==> src/rtl/ex_div_ctrl.sv <==
// EX-stage radix-2 restoring divider and sequencer for DIV/DIVU/REM/REMU.
// Latency 33 cycles on the normal path, 1 cycle for divide-by-zero/overflow; stalls the pipe while busy.
module ex_div_ctrl #(
  parameter int XLEN  = 32,
  parameter int CNT_W = 5
) (
  input  logic            clk,
  input  logic            rst,
  input  logic            start_i,
  input  logic [1:0]      op_i,
  input  logic [XLEN-1:0] dividend_i,
  input  logic [XLEN-1:0] divisor_i,
  input  logic            annul_i,
  output logic            stall_req_o,
  output logic            busy_o,
  output logic            done_o,
  output logic [XLEN-1:0] result_o
);

  typedef enum logic [1:0] {S_IDLE, S_CALC, S_DONE} state_t;

  localparam logic [XLEN-1:0] ALL_ONES = {XLEN{1'b1}};
  localparam logic [XLEN-1:0] INT_MIN  = {1'b1, {(XLEN-1){1'b0}}};

  state_t            state_q, state_d;
  logic [CNT_W-1:0]  cnt_q, cnt_d;
  logic              is_rem_q, is_rem_d;
  logic              neg_quo_q, neg_quo_d;
  logic              neg_rem_q, neg_rem_d;
  logic [XLEN-1:0]   dvd_q, dvd_d;
  logic [XLEN-1:0]   dvs_q, dvs_d;
  logic [XLEN-1:0]   rem_q, rem_d;
  logic [XLEN-1:0]   quo_q, quo_d;
  logic [XLEN-1:0]   result_q, result_d;
  logic              busy_q, busy_d;

  logic              is_signed, is_rem, a_neg, b_neg;
  logic [XLEN-1:0]   a_mag, b_mag;
  logic              div_zero, ovf, accept;
  logic [XLEN-1:0]   special_res;
  logic [XLEN:0]     rem_sh, diff;
  logic              q_bit;
  logic [XLEN-1:0]   rem_step, quo_step, quo_fix, rem_fix;

  // Operand decode; the magnitude of INT_MIN wraps to itself and is used as unsigned.
  always_comb begin
    is_signed   = ~op_i[0];
    is_rem      = op_i[1];
    a_neg       = is_signed & dividend_i[XLEN-1];
    b_neg       = is_signed & divisor_i[XLEN-1];
    a_mag       = a_neg ? (~dividend_i + 1'b1) : dividend_i;
    b_mag       = b_neg ? (~divisor_i + 1'b1) : divisor_i;
    div_zero    = (divisor_i == '0);
    ovf         = is_signed & (dividend_i == INT_MIN) & (divisor_i == ALL_ONES);
    special_res = '0;
    if (div_zero)   special_res = is_rem ? dividend_i : ALL_ONES;
    else if (ovf)   special_res = is_rem ? '0 : INT_MIN;
    accept      = (state_q == S_IDLE) & start_i & ~annul_i;
  end

  // One shift-subtract step; the 33-bit difference sign selects the quotient bit.
  always_comb begin
    rem_sh   = {rem_q, dvd_q[XLEN-1]};
    diff     = rem_sh - {1'b0, dvs_q};
    q_bit    = ~diff[XLEN];
    rem_step = q_bit ? diff[XLEN-1:0] : rem_sh[XLEN-1:0];
    quo_step = {quo_q[XLEN-2:0], q_bit};
    quo_fix  = neg_quo_q ? (~quo_step + 1'b1) : quo_step;
    rem_fix  = neg_rem_q ? (~rem_step + 1'b1) : rem_step;
  end

  always_comb begin
    state_d   = state_q;
    cnt_d     = cnt_q;
    is_rem_d  = is_rem_q;
    neg_quo_d = neg_quo_q;
    neg_rem_d = neg_rem_q;
    dvd_d     = dvd_q;
    dvs_d     = dvs_q;
    rem_d     = rem_q;
    quo_d     = quo_q;
    result_d  = result_q;

    case (state_q)
      S_IDLE: begin
        if (accept) begin
          is_rem_d  = is_rem;
          neg_quo_d = (op_i == 2'b00) & (a_neg ^ b_neg);
          neg_rem_d = (op_i == 2'b10) & a_neg;
          dvd_d     = a_mag;
          dvs_d     = b_mag;
          if (div_zero || ovf) begin
            result_d = special_res;
            state_d  = S_DONE;
          end else begin
            rem_d   = '0;
            quo_d   = '0;
            cnt_d   = '0;
            state_d = S_CALC;
          end
        end
      end
      S_CALC: begin
        if (annul_i) begin
          state_d = S_IDLE;
        end else begin
          rem_d = rem_step;
          quo_d = quo_step;
          dvd_d = {dvd_q[XLEN-2:0], 1'b0};
          cnt_d = cnt_q + CNT_W'(1);
          if (cnt_q == CNT_W'(XLEN-1)) begin
            result_d = is_rem_q ? rem_fix : quo_fix;
            state_d  = S_DONE;
          end
        end
      end
      S_DONE: state_d = S_IDLE;
      default: state_d = S_IDLE;
    endcase

    busy_d = (state_d == S_CALC);
  end

  always_ff @(posedge clk) begin
    if (rst) begin
      state_q   <= S_IDLE;
      cnt_q     <= '0;
      is_rem_q  <= 1'b0;
      neg_quo_q <= 1'b0;
      neg_rem_q <= 1'b0;
      dvd_q     <= '0;
      dvs_q     <= '0;
      rem_q     <= '0;
      quo_q     <= '0;
      result_q  <= '0;
      busy_q    <= 1'b0;
    end else begin
      state_q   <= state_d;
      cnt_q     <= cnt_d;
      is_rem_q  <= is_rem_d;
      neg_quo_q <= neg_quo_d;
      neg_rem_q <= neg_rem_d;
      dvd_q     <= dvd_d;
      dvs_q     <= dvs_d;
      rem_q     <= rem_d;
      quo_q     <= quo_d;
      result_q  <= result_d;
      busy_q    <= busy_d;
    end
  end

  assign stall_req_o = accept | (state_q == S_CALC);
  assign busy_o      = busy_q;
  assign done_o      = (state_q == S_DONE) & ~annul_i;
  assign result_o    = result_q;

endmodule

==> config.mk <==
export PLATFORM = sky130hd
export DESIGN_NAME = ex_div_ctrl
export DESIGN_NICKNAME = d
export VERILOG_FILES = /design/src/rtl/ex_div_ctrl.sv
export SDC_FILE = /design/constraint.sdc
export NUM_CORES = 1
export LEC_CHECK = 0
export ABC_AREA = 1
export BUFFER_PORTS_ARGS = -buffer_cell sky130_fd_sc_hd__buf_2
export CAP_MARGIN = 10
export CELL_PAD_IN_SITES_DETAIL_PLACEMENT = 0
export CELL_PAD_IN_SITES_GLOBAL_PLACEMENT = 1
export CORE_ASPECT_RATIO = 0.9
export CORE_MARGIN = 4
export CORE_UTILIZATION = 45
export DETAILED_ROUTE_END_ITERATION = 12
export PLACE_DENSITY_LB_ADDON = 0.1
export SETUP_SLACK_MARGIN = 0.2
export SYNTH_ARGS = -nofsm -noshare
export SYNTH_HDL_FRONTEND = slang
export SYNTH_SLANG_ARGS = --single-unit
==> constraint.sdc <==
create_clock -name clk -period 10.7 [get_ports clk]
set_input_delay 0.535 -clock clk [delete_from_list [all_inputs] [get_ports clk]]
set_output_delay 0.535 -clock clk [all_outputs]
set_load 0.005 [all_outputs]
==> results of run 1 <==
-- state kept, by name, summed over array words and instances (netlist names) --
| register | count |
|---|---|
| neg_quo_q | 1 |
| dvd_q | 32 |
| is_rem_q | 1 |
| quo_q | 31 |
| neg_rem_q | 1 |
| dvs_q | 32 |
| cnt_q | 5 |
| busy_o | 1 |
| rem_q | 32 |
| result_o | 32 |
| state_q | 2 |
-- synth_stat cells (4+ instances only) --
| cell type | instances | share of area (%) |
|---|---|---|
| a21oi_1 | 228 | 8.3 |
| a31oi_1 | 10 | 0.46 |
| buf_1 | 11 | 0.30 |
| buf_2 | 13 | 0.48 |
| buf_6 | 4 | 0.33 |
| clkbuf_1 | 70 | 1.9 |
| dfxtp_1 | 170 | 25 |
| ha_1 | 39 | 3.6 |
| inv_1 | 285 | 7.8 |
| nand2_1 | 727 | 20 |
| nand2_2 | 23 | 1.1 |
| nand3_1 | 167 | 6.1 |
| nand3_2 | 4 | 0.29 |
| nand3b_1 | 12 | 0.66 |
| nand4_1 | 28 | 1.3 |
| nor2_1 | 228 | 6.3 |
| nor2_2 | 7 | 0.32 |
| nor3_1 | 34 | 1.2 |
| nor4_1 | 12 | 0.55 |
| o211ai_1 | 20 | 1.1 |
| o21ai_0 | 137 | 5.0 |
| o21ai_1 | 9 | 0.33 |
| o21bai_1 | 7 | 0.38 |
| o221ai_1 | 21 | 1.3 |
| or2_2 | 5 | 0.23 |
| xnor2_1 | 20 | 1.3 |
| xor2_1 | 36 | 2.3 |
-- through the flow --
stage / util (%) / hold WS (ns)
final: 50.11 / 0.3936
after global routing: 50.11 / 0.3854
after global placement: 48.09 / 0.4513
after detailed placement: 48.09 / 0.4516
after CTS: 50.11 / 0.3757
after floorplan: - / 0.4378
-- per-layer routing --
| metal | GRT usage, % | up-vias | part of all wire (%) |
|---|---|---|---|
| met5 | 0 | - | 0.082 |
| met4 | 6.134 | 8 | 1.7 |
| met3 | 7.753 | 60 | 9.1 |
| met2 | 41.78 | 497 | 41 |
| met1 | 44.90 | 7037 | 48 |
| li1 | - | 7718 | - |
-- final timing paths --
check	from	to	slack, ns	cells after the start
max	dvd_q[31]	result_o[30]	5.63	29
min reg2reg	dvd_q[0]	dvd_q[0]	0.46	2
max reg2reg	dvd_q[31]	result_o[30]	5.63	29
min	dividend_i[0]	dvd_q[0]	0.39	3
-- final cells by class --
type	count	area [um^2]	area share, %
Timing Repair Buffer	121	650.6	4.335
Sequential cell	170	3403	22.67
Inverter	290	1089	7.252
Multi-Input combinational cell	1803	8757	58.34
Clock inverter	15	180.2	1.200
Tap cell	403	504.2	3.359
Clock buffer	17	425.4	2.834
-- kinds of logic after synthesis --
| kind of cell | Yosys count | synth area share, % |
|---|---|---|
| simple gates | 1257 | 38.63 |
| compound gates | 449 | 17.93 |
| buf+inv | 392 | 11.19 |
| flops | 170 | 24.88 |
| xor+xnor | 56 | 3.586 |
| fa+ha+maj | 40 | 3.714 |
| mux | 1 | 0.07318 |
-- worst register-to-register path: cells and delay by family, from the launching register on --
kind,cells,cell delay [ns]
compound gates,5,0.76
fa+ha+maj,3,0.84
buf+inv,2,0.15
flops,1,0.30
simple gates,19,2.84
-- power groups by stage --
stage	sequential (mW)	combinational (mW)	clock, mW
finish	0.676	0.600	0.654
global route	0.679	0.665	0.688
CTS	0.676	0.587	0.663
detailed placement	0.691	0.584	0
global placement	0.690	0.582	0
floorplan	0.686	0.408	0
==> flow_summary.ini, run 1 <==
[cells_and_area]
layout_common_cells = nand2_1, inv_1, a21oi_1
layout_commonest_cell = nand2_1
synthToLayoutAreaGrowth_pct = 9.733
diodes = 0
post_route_cells_drive_above_1_share_pct = 8.568
layout.filler_cells = 3253
stdcell_count = 2819
layout.cell_area.non_filler_mm2 = 0.01501
num-nets-final = 2513

[logic_synthesis]
post_synth_instance_area_mm2 = 0.01368
post_synth.cell_area_avg_um2 = 5.784
synth_cell_types = 46
synth_edf_count = 0
fraction_of_synthesis_flops_using_an_asynchronous_set_or_reset_pin_pct = 0
syn-num-nets = 2475
top_flip_flop_cell_by_instance_count_after_synthesis = dfxtp_1
post_synth_inst_count = 2365
seq_area_frac_synth_pct = 24.88
synthesis.yosys.warnings = 0
synth-seq-cells = 170

[global_routing]
antenna_found_initial = 5
groute.usage.overall_pct = 29.56
global_route.overflow_total = 0
grt_first_pass_wirelength_um = 77950
grt_pass1_vias = 13920
grt_start_max_net_pins = 85

[clock_network]
post_cts_repair_setup_buffers = 0
cts_tree = yes
ctsHoldBuffers = 0
ctsRootBufferMaster = clkbuf_16
post_cts_resize_count = 0
clock_transition_at_the_register_clock_pins_on_the_worst_setup_and_hold_paths_after_cts_ns = 0.08
clkLatencyLatePin_ns = 0.44
cts_htree_levels = 4
cts.sinks = 170
clk_path_buf_depth = 2
cts_buffers = 17

[placed_design]
placedCellCount = 2787
placedInstanceArea_mm2 = 0.01440
gp_routability_congestion = 0.9309
placement.setup.worst_slack_ns = 5.752
buffer_ports.inserted = 104
post-dp-hpwl_um = 38060

[floorplanning]
floorplan.die.width_um = 191.8
start_util_pct = 45.66
fp.dieArea_mm2 = 0.03325
floorplan.core_area_mm2 = 0.02995
floorplan.rows = 60
io_pins = 105
floorplan.die.height_um = 173.4

[sta]
fin_crit_ns = 5.067
report.final.slew_viol_count = 0
fraction_of_the_cycle_the_final_worst_path_needs_pct = 47.35
setup_violations = 0
fin_worst_skew_ns = 0.01325
fmax_ghz = 0.1974
totalNegativeSetupSlack_ns = 0
max-slew-margin-rel_pct = 34.96
min_setup_slack_post_route_ns = 5.633
worstMarginPinSlew_ns = 0.9733
rsz0062_at_grt = false
finalHoldViolations = 0

[power_and_ir_drop]
power-per-cell-area_mw_per_mm2 = 128.6
seqPwrFrac_pct = 35.0
clockPowerShare_pct = 33.9
power.switching_fraction_pct = 39.67
power.internal_mw = 1.164
max-vdd-ir-drop_uv = 119.0
leakagePower_nw = 7.426
total_switching_power_mw = 0.7656
pwr-share-comb_pct = 31.1
total_power_mw = 1.930

[worst_setup_path]
startpoint_type_of_the_worst_setup_path = flip-flop
path_max_fanout = 35
worst_path_max_delay_cell = fa_1
timing.critical_path.mode_cell = nand2_1
start_to_end_type_of_the_worst_setup_path = reg -> reg
worst-endpoint-required_ns = 10.99
critPathBufInv = 2
crit_path_max_incr_delay_ns = 0.42
worst_path_dominant_cell_family = simple AND/OR/NAND/NOR gates
worstSetupEndpointType = flip-flop
worst-endpoint-arrival_ns = 5.36

[job]
drv.max_cap_violation_count = 0

[routing]
final_routed_wire_length_divided_by_cell_count_um = 17.71
detailedRoute.firstPassIterationCount = 6
detailroute.via_count = 15320
postRouteWirelength_um = 49920
drt.antenna.violating_nets = 0
first_drt_iteration_drcs = 1329
drc = 0
avgViaCountPerCell = 5.435

[status]
outcome = finished clean

[hold_path]
min-delay-path-class = in -> reg
No activity file was read; power rests on OpenSTA's default activity.
==> run 2: changes to the inputs <==
--- a/config.mk
+++ b/config.mk
@@ -5,14 +5,14 @@
 export SDC_FILE = /design/constraint.sdc
 export NUM_CORES = 1
 export LEC_CHECK = 0
-export ABC_AREA = 1
+export ABC_AREA = 0
 export BUFFER_PORTS_ARGS = -buffer_cell sky130_fd_sc_hd__buf_2
 export CAP_MARGIN = 10
 export CELL_PAD_IN_SITES_DETAIL_PLACEMENT = 0
 export CELL_PAD_IN_SITES_GLOBAL_PLACEMENT = 1
 export CORE_ASPECT_RATIO = 0.9
 export CORE_MARGIN = 4
-export CORE_UTILIZATION = 45
+export CORE_UTILIZATION = 41
 export DETAILED_ROUTE_END_ITERATION = 12
 export PLACE_DENSITY_LB_ADDON = 0.1
 export SETUP_SLACK_MARGIN = 0.2
==> constraint.sdc (replaced) <==
create_clock -name clk -period 4.27 [get_ports clk]
set_input_delay 0.2135 -clock clk [delete_from_list [all_inputs] [get_ports clk]]
set_output_delay 0.2135 -clock clk [all_outputs]
set_load 0.005 [all_outputs]
==> run 2 against run 1 <==
Effect of this change: the flow now finishes with violations (setup timing); setup slack lost 5.7 ns; flip-flop and latch count is the same; critical path depth shrank 11; first-iteration DRC count shrank 10%; register-to-register slack lost 5.7 ns; synthesized cell count shrank 27%; largest cell class unchanged; highest routed layer is now met4.
==> flow_summary.ini, run 2 <==
[status]
outcome = finished, violations left
violations_in_the_final_reports = setup timing

[cells_and_area]
post_route_cells_drive_above_1_share_pct = 21.50
diodes = 0
layout_common_cells = nor2_1, dfxtp_1, buf_4
num-nets-final = 2000
layout_commonest_cell = nor2_1
synthToLayoutAreaGrowth_pct = 22.74
layout.filler_cells = 3048

[global_routing]
groute.layer.met3.usage_pct = 3.494
grt_pass1_vias = 12570
global_route.overflow_total = 0
antenna_found_initial = 0
groute.usage.overall_pct = 27.59
groute.layer.met2.usage_pct = 40.29
grt_first_pass_wirelength_um = 73420
grt_start_max_net_pins = 66
grt_most_used_layer = met1
use_met1_pct = 42.91

[logic_synthesis]
fraction_of_synthesis_flops_using_an_asynchronous_set_or_reset_pin_pct = 0
synth_top_area_share_pct = 27.06
seq_area_frac_synth_pct = 27.06
synth-seq-cells = 170
synth_commonest_cells = nor2_1, dfxtp_1, a21oi_1
post_synth_instance_area_mm2 = 0.01257
post_synth_inst_count = 1727
syn-num-nets = 1837
post_synth.cell_area_avg_um2 = 7.281
synthesis.yosys.warnings = 0
synth_top_cells_by_area = dfxtp_1, nor2_1, a21oi_1
synth_cell_types = 84
synth_edf_count = 0
yosys.area.top_type = dfxtp_1
synthMostInstantiatedCell = nor2_1
top_flip_flop_cell_by_instance_count_after_synthesis = dfxtp_1

[power_and_ir_drop]
clockPowerShare_pct = 35.3
total_switching_power_mw = 1.415
power.internal_mw = 2.819
total_power_mw = 4.234
pwr-share-comb_pct = 25.2
power.switching_fraction_pct = 33.42
max-vdd-ir-drop_uv = 303.9
seqPwrFrac_pct = 39.5
power-per-cell-area_mw_per_mm2 = 274.4
leakagePower_nw = 6.079

[sta]
max-slew-margin-rel_pct = 21.55
setup_violations = 3
rsz0062_at_grt = true
min_setup_slack_post_route_ns = -0.07060
fraction_of_the_cycle_the_final_worst_path_needs_pct = 101.7
finalHoldViolations = 0
report.final.slew_viol_count = 0
fin_crit_ns = 4.341
fin_worst_skew_ns = 0.01597
worstMarginPinSlew_ns = 1.174
fmax_ghz = 0.2304

[placed_design]
post-dp-hpwl_um = 36480
placement.setup.worst_slack_ns = -0.1085
gp_routability_congestion = 0.9355
buffer_ports.inserted = 104

[routing]
drc = 0
avgViaCountPerCell = 5.865
final_routed_wire_length_divided_by_cell_count_um = 20.53
detailedRoute.firstPassIterationCount = 5
drt.antenna.violating_nets = 0
postRouteWirelength_um = 47330
detailroute.via_count = 13520
first_drt_iteration_drcs = 1196

[clock_network]
cts_htree_levels = 4
clock_transition_at_the_register_clock_pins_on_the_worst_setup_and_hold_paths_after_cts_ns = 0.08
cts.sinks = 170
ctsRootBufferMaster = clkbuf_16
clk_path_buf_depth = 2
clkLatencyLatePin_ns = 0.45
cts_buffers = 17
cts_tree = yes

[floorplanning]
floorplan.die.height_um = 174.1
fp.dieArea_mm2 = 0.03354
floorplan.rows = 60
floorplan.die.width_um = 192.6
start_util_pct = 41.77
floorplan.core_area_mm2 = 0.03010
io_pins = 105

[worst_setup_path]
timing.critical_path.mode_cell = or4_4
worst-endpoint-arrival_ns = 4.65
critical_path.cell_chain = inv_2 -> ha_4 -> nand4_1 -> a2111oi_4 -> o21ai_4 -> a211oi_4 -> buf_4 -> nor3_4 -> nor2_4 -> mux2i_2 -> ha_2 -> nand2_1 -> or4_4 -> o32a_1 -> or4_4 -> o41ai_4 -> xnor2_1 -> a31oi_1
start_to_end_type_of_the_worst_setup_path = reg -> reg
worst-endpoint-required_ns = 4.58
worstSetupEndpointType = flip-flop
worst_path_max_delay_cell = or4_4
path_max_fanout = 4
startpoint_type_of_the_worst_setup_path = flip-flop
crit_path_max_incr_delay_ns = 0.57

[hold_path]
min-delay-path-class = in -> reg

[job]
drv.max_cap_violation_count = 0
-- run 2: cell count changes after synthesis, moves of 35 or more --
cell | previous run | this run
a211oi_1 | 3 | 74
a21oi_1 | 228 | 162
inv_1 | 285 | 69
xnor2_1 | 20 | 76
nand2_1 | 727 | 111
nor2_1 | 228 | 263
nand3_1 | 167 | 38
a22oi_1 | 0 | 39
-- run 2: cell families (layout without fill, tap and decap cells) --
logic type | Yosys count | in the layout | synth area share [%]
multiplexers | 19 | 19 | 1.592
flip-flops | 170 | 170 | 27.06
XOR/XNOR | 129 | 129 | 8.985
AND/OR/NAND/NOR | 600 | 600 | 22.01
buffers and inverters | 194 | 369 | 6.079
adder cells (fa/ha/maj) | 40 | 40 | 4.040
AO/OA/AOI/OAI | 575 | 575 | 30.23
-- run 2: routing by layer --
metal / routed length, um / share of wire [%]
met3: 2852 / 6.0
met5: 0 / 0
met1: 23310 / 49
met4: 851 / 1.8
met2: 20320 / 43
-- run 2: path summary, 6_finish.rpt --
check / cells after the start / slack (ns) / start / end
setup / recovery: 18 / -0.07 / dvs_q[10] / result_o[30]
hold reg to reg: 2 / 0.46 / cnt_q[4] / cnt_q[4]
hold / removal: 2 / 0.07 / annul_i / state_q[0]
setup reg to reg: 18 / -0.07 / dvs_q[10] / result_o[30]
-- run 2: final cells by class --
class	count	area (um^2)	area share, %
Tap cell	403	504.2	3.267
Sequential cell	170	3416	22.13
Clock buffer	19	442.9	2.870
Clock inverter	12	92.59	0.5999
Inverter	71	266.5	1.727
Multi-Input combinational cell	1363	8907	57.71
Timing Repair Buffer	267	1804	11.69
-- run 2: stage by stage --
stage          util (%)  instances  TNS (ns)  instance area, um^2  hold slack [ns]
2_1_floorplan         -       1727    -1.520                12690           0.3495
3_3_place_gp      47.91       2264         0                14420           0.4414
3_5_place_dp      47.91       2264   -0.2827                14420           0.4515
4_1_cts           50.47       2300  -0.09924                15190          0.06142
5_1_grt           51.27       2305    -1.537                15430          0.09646
6_report          51.27       2305   -0.1247                15430          0.06909
-- run 2: timing repair --
action | 4_1_cts | 5_1_grt
setup buffers | 5 | 5
setup endpoints to repair | 15 | 21
hold buffers | 0 | 0
gates resized for setup | 32 | 44
pin swaps | 10 | 29
-- run 2: power groups by stage --
stage | clock (mW) | sequential [mW] | combinational (mW)
after detailed placement | 0 | 1.71 | 0.980
final | 1.49 | 1.67 | 1.07
after global placement | 0 | 1.71 | 0.978
after CTS | 1.52 | 1.67 | 1.02
after floorplan | 0 | 1.70 | 0.622
after global routing | 1.58 | 1.68 | 1.17
-- run 2: critical path, delay by kind of cell, from the launching register on --
kind                     cells  cell delay, ns
adder cells (fa/ha/maj)      2            0.48
buffers and inverters        2            0.22
XOR/XNOR                     1            0.15
flip-flops                   1            0.34
AO/OA/AOI/OAI                6            1.32
multiplexers                 1            0.27
AND/OR/NAND/NOR              6            1.44
